<file path="src/rtl/viterbi_chan_pkg.sv">
// rtl/viterbi_chan_pkg.sv - shared types, constants and helpers for the Viterbi test channel
//
// Contents:
//   chan_mode_t        error-injection mode carried on mode_i
//   LFSR_TAPS_DEFAULT  Galois tap mask for x^32+x^22+x^2+x+1 (right-shifting form)
//   popcount()         number of set bits in a mask; masks up to 64 bits wide

package viterbi_chan_pkg;

    typedef enum logic [1:0] {
        CH_CLEAN  = 2'd0,
        CH_RANDOM = 2'd1,
        CH_BURST  = 2'd2,
        CH_ALL    = 2'd3
    } chan_mode_t;

    // Bit (e-1) is set for each polynomial term x^e except x^0; the state
    // shifts right and the tap mask is folded in whenever bit 0 falls out.
    localparam logic [31:0] LFSR_TAPS_DEFAULT = 32'h8020_0003;

    function automatic int unsigned popcount(input logic [63:0] v);
        int unsigned c;
        c = 0;
        for (int i = 0; i < 64; i++) begin
            c += 32'(v[i]);
        end
        return c;
    endfunction

endpackage

</file>
<file path="src/rtl/chan_lfsr.sv">
// rtl/chan_lfsr.sv - Galois LFSR that steps only when asked
//
// Ports:
//   clk      in   rising-edge clock
//   rst      in   asynchronous reset, active low; loads SEED
//   adv_i    in   advance the register by one step this cycle
//   state_o  out  current LFSR state (LFSR_W bits)

module chan_lfsr
    import viterbi_chan_pkg::*;
#(
    parameter int                LFSR_W = 32,
    parameter logic [LFSR_W-1:0] SEED   = LFSR_W'(32'hACE1_2BDF),
    parameter logic [LFSR_W-1:0] TAPS   = LFSR_W'(LFSR_TAPS_DEFAULT)
) (
    input  logic              clk,
    input  logic              rst,
    input  logic              adv_i,
    output logic [LFSR_W-1:0] state_o
);

    logic [LFSR_W-1:0] state_nxt;

    always_comb begin
        state_nxt = {1'b0, state_o[LFSR_W-1:1]};
        if (state_o[0]) begin
            state_nxt = state_nxt ^ TAPS;
        end
    end

    always_ff @(posedge clk or negedge rst) begin
        if (!rst) begin
            state_o <= SEED;
        end else if (adv_i) begin
            state_o <= state_nxt;
        end
    end

endmodule

</file>
<file path="config.mk">
export PLATFORM = sky130hd
export DESIGN_NAME = chan_lfsr
export DESIGN_NICKNAME = d
export VERILOG_FILES = /design/src/rtl/viterbi_chan_pkg.sv /design/src/rtl/chan_lfsr.sv
export SDC_FILE = /design/constraint.sdc
export NUM_CORES = 1
export LEC_CHECK = 0
export CAP_MARGIN = 40
export CORE_ASPECT_RATIO = 0.6
export CORE_UTILIZATION = 30
export DETAILED_ROUTE_END_ITERATION = 8
export PLACE_DENSITY = 0.61
export RECOVER_POWER = 100
export SYNTH_ARGS = -nofsm -noshare
export SYNTH_HDL_FRONTEND = slang
export SYNTH_SLANG_ARGS = --single-unit
</file>
<file path="constraint.sdc">
create_clock -name clk -period 1.1 [get_ports clk]
set_input_delay 0.22 -clock clk [delete_from_list [all_inputs] [get_ports clk]]
set_output_delay 0.22 -clock clk [all_outputs]
set_load 0.02 [all_outputs]
</file>
### Word level (Yosys, flattened, before mapping)

Index checks and enable logic that the tools add are counted.

* output and inout port bits: 32
* logic and storage cells: 3
* register bits after elaboration: 32
* input bits: 3

* muxes and demuxes: 1
* bitwise logic cells: 1

Operators by type and width (number)
* $mux W32: 1
* $not A3 Y4: 1

### Longest topological paths before layout

* depth in word-level cells: 2
* mapped depth: 4
* mapped depth without buffers: 2

### Worst setup path after synthesis

No wires, ideal clock.

* path type: reg-to-output
* start: register state_o[0]
* end: output state_o[0]
* buffers on the path: 1
* setup slack: 0.181 ns
* arrival time: 0.699 ns
* data required time: 0.880 ns
* cell stages (with the launch flop): 2
* cells stage by stage: dfstp_2 buf_4

RTL lines
* start, declared: line chan_lfsr.sv:19 `output logic [LFSR_W-1:0] state_o`
* start signal, assigned: line chan_lfsr.sv:35 `state_o <= state_nxt;`

No word-level cell between the ends.

### Worst setup path in the final report

* start: register state_o[27]
* end: output state_o[27]

No word-level cell between the ends.

==> impl_metrics.py <==
metrics = {
    "place": {
        "gpl.final_weighted_congestion": 0.696,
        "io_buffers": 34,
        "hpwl_um": 1980,
    },
    "power_and_ir_drop": {
        "swShare_pct": 32.3,
        "finalPower_mw": 7.49,
        "internal_power_mw": 5.07,
        "share_comb_of_total_power_pct": 51.4,
        "power.ir.vdd_worst_uv": 1480,
        "pwr-share-seq_pct": 32.2,
        "clock_power_share_pct": 16.5,
        "power_switching_mw": 2.42,
        "power_density_mw_per_mm2": 3560,
        "leak_pwr_nw": 1.00,
    },
    "final_layout": {
        "layout.cells.most_common_list": "sky130_fd_sc_hd__buf_4, sky130_fd_sc_hd__mux2_4, sky130_fd_sc_hd__buf_6, sky130_fd_sc_hd__dfstp_2, sky130_fd_sc_hd__dfrtp_1",
        "largest-register": "state_o",
        "layout_commonest_cell": "sky130_fd_sc_hd__buf_4",
        "layout-drive-gt1-share_pct": 78.4,
        "number_of_antenna_repair_diodes": 0,
        "flip_flop_count_of_the_largest_register_all_copies_and_words_added": 32,
        "biggestRegsByFlops": "state_o: 32 flops",
        "final_net_count": 155,
        "nFillCells": 467,
        "area_growth_pct": 33.7,
        "multi_input_comb_area_um2": 453,
        "register_area_um2": 825,
    },
    "flow_run": {
        "maxCapViolCount": 0,
    },
    "route": {
        "drt_iter0_markers": 27,
        "routed_wire_length_per_instance_um": 12.5,
        "drt_drc_violations_left": 0,
        "vias": 857,
        "post_route_antenna_net_violation_count": 0,
        "drt-vias-per-instance": 3.97,
        "number_of_optimization_iterations_in_the_first_detailed_route_pass": 4,
        "wirelength_um": 2690,
    },
    "clock_tree": {
        "cts_tree": "done",
        "htree_levels": 2,
        "clk_latency_ps": 280,
        "cts.path.max_buffers": 2,
        "clock_root_buffer": "sky130_fd_sc_hd__clkbuf_8",
        "clkSinkCount": 32,
        "cts_clk_pin_slew_worst_paths_ps": 70,
        "cts-buffers-inserted": 5,
    },
    "sta": {
        "timing.max_slew.rel_slack_pct": 60.3,
        "tightestPinTransition_ps": 596,
        "final_critical_path_required_period_ps": 1170,
        "finalSetupTns_ps": -1050,
        "hold_viol": 0,
        "post-route-worst-setup-slack_ps": -65.6,
        "report.final.setup_viol": 19,
        "fin_skew_ps": 4.01,
        "post-route-period-util_pct": 106,
        "max_clock_freq_mhz": 858,
        "unrepaired_setup_endpoints_after_global_routing": "true",
        "drv_slew": 0,
    },
    "outcome": {
        "failed_checks": "negative setup slack",
        "outcome": "finished, violations left",
    },
    "logic_synthesis": {
        "muxShareOfSynthArea_pct": 26.7,
        "synth_simple_gate_area_share_pct": 0.716,
        "synthTopCellsByArea": "sky130_fd_sc_hd__dfstp_2, sky130_fd_sc_hd__mux2_4, sky130_fd_sc_hd__dfrtp_1",
        "synthesis.area_per_instance_um2": 15.4,
        "yosysSeqAreaShare_pct": 52.4,
        "syn_inst": 102,
        "synth.lib_cells_used.distinct": 11,
        "post_synth_fa_ha_maj_area_fraction_pct": 0,
        "compound_cell_area_share_of_the_yosys_netlist_pct": 0.636,
        "synth_largest_type_area_fraction_pct": 31.7,
        "syn-cell-area_mm2": 0.00157,
        "synth_top_family_by_area": "multiplexers",
        "ys_seq_elements": 32,
        "yosys_warnings": 0,
        "synth_xor_area_share_pct": 1.67,
        "synth.net_count": 105,
        "yosys.area.top_type": "sky130_fd_sc_hd__dfstp_2",
    },
    "worst_setup_path": {
        "worst-endpoint-arrival_ps": 950,
        "max_incr_delay_on_cp_ps": 550,
        "timing.critical_path.to_type": "output port",
        "critPathLaunchType": "flip-flop",
        "critical_path.top_delay_family": "flip-flops",
        "worst_setup_path_type": "reg -> out",
        "crit_path_top_delay_cell": "sky130_fd_sc_hd__dfstp_2",
        "buf_inv_on_cp": 1,
        "worstPathMaxFanout": 2,
        "timing.critical_path.cells": "buf_6",
        "critical_path_required_time_ps": 880,
    },
    "floorplanning": {
        "start_util_pct": 32.8,
        "core_mm2": 0.00480,
        "die-area_mm2": 0.00555,
        "chipHeight_um": 58.1,
        "die_x_um": 95.5,
        "boundaryPins": 35,
        "placementRows": 19,
    },
    "global_routing": {
        "total_global_routing_overflow": 0,
        "grt_start_max_net_pins": 24,
        "number_of_antenna_violations_at_the_first_check_in_global_routing": 0,
        "first_global_vias": 934,
        "grt_usage_pct": 11.1,
        "grt_pass1_wl_um": 4480,
    },
    "worst_hold_path": {
        "min_path_type": "in -> reg",
    },
}
[worst paths after layout]
kind | cells after the start | start | slack, ps | endpoint
min reg2reg | 2 | state_o[18]$_DFFE_PN0P_ | 590 | state_o[18]$_DFFE_PN0P_
min | 2 | adv_i | 300 | state_o[28]$_DFFE_PN0P_
max | 1 | state_o[27]$_DFFE_PN1P_ | -70 | state_o[27]
max reg2reg | 3 | state_o[0]$_DFFE_PN1P_ | 60 | state_o[1]$_DFFE_PN1P_
max in group asynchronous | 3 | rst | 90 | state_o[31]$_DFFE_PN1P_
min in group asynchronous | 2 | rst | 410 | state_o[5]$_DFFE_PN0P_
[per-layer routing]
metal / global-route usage, % / vias to the layer above / wire length (um)
met1: 15.0 / 417 / 1290
met3: 4.07 / 5 / 168
li1: - / 407 / -
met5: 0 / - / 0
met2: 16.5 / 28 / 1200
met4: 3.84 / 0 / 32
[layout make-up]
type / count / share of cell area [%]
clock inverters: 1 / 1.43
well taps: 63 / 3.75
flip-flops and latches: 32 / 39.2
clock buffers: 7 / 4.58
multi-input cells: 37 / 21.5
repair buffers: 76 / 29.5
[kinds of logic (layout without fill, tap and decap cells)]
logic type             count (synthesis)  in the layout
multiplexers                          29             29
XOR/XNOR                               3              3
AO/OA/AOI/OAI                          2              2
buffers and inverters                 33             84
AND/OR/NAND/NOR                        3              3
flip-flops                            32             32
[timing repair]
item / in CTS / in global routing
hold buffers: 0 / 0
resized for setup: 166 / 2
pin swaps: 0 / 0
endpoints found under the setup margin: 32 / 20
buffers inserted: 2 / 1
[per-stage QoR]
step           instance area [um^2]  cells  hold slack, ps  setup slack (ps)  utilization, %
2_1_floorplan                  1570    102           -75.6               181               -
3_3_place_gp                   2040    205             588              -237            42.4
3_5_place_dp                   2040    205             590              -237            42.4
4_1_cts                        2140    215             293             -79.3            44.5
5_1_grt                        2100    216             299              -108            43.8
6_report                       2100    216             297             -65.6            43.8
[cell usage after synthesis]
master / count
sky130_fd_sc_hd__nand2_1: 1
sky130_fd_sc_hd__dfrtp_1: 13
sky130_fd_sc_hd__nor2_1: 2
sky130_fd_sc_hd__mux2_2: 4
sky130_fd_sc_hd__buf_12: 2
sky130_fd_sc_hd__buf_6: 2
sky130_fd_sc_hd__buf_4: 29
sky130_fd_sc_hd__xnor2_1: 3
sky130_fd_sc_hd__a21oi_1: 2
sky130_fd_sc_hd__mux2_4: 25
sky130_fd_sc_hd__dfstp_2: 19
[power by group through the flow]
stage | combinational, mW | clock [mW] | sequential (mW)
5_1_grt | 4.11 | 1.33 | 2.50
6_report | 3.85 | 1.23 | 2.41
3_3_place_gp | 4.08 | 0 | 2.36
4_1_cts | 4.03 | 1.27 | 2.46
3_5_place_dp | 4.12 | 0 | 2.39
2_1_floorplan | 2.47 | 0 | 2.50
No activity file was read; power rests on OpenSTA's default activity.
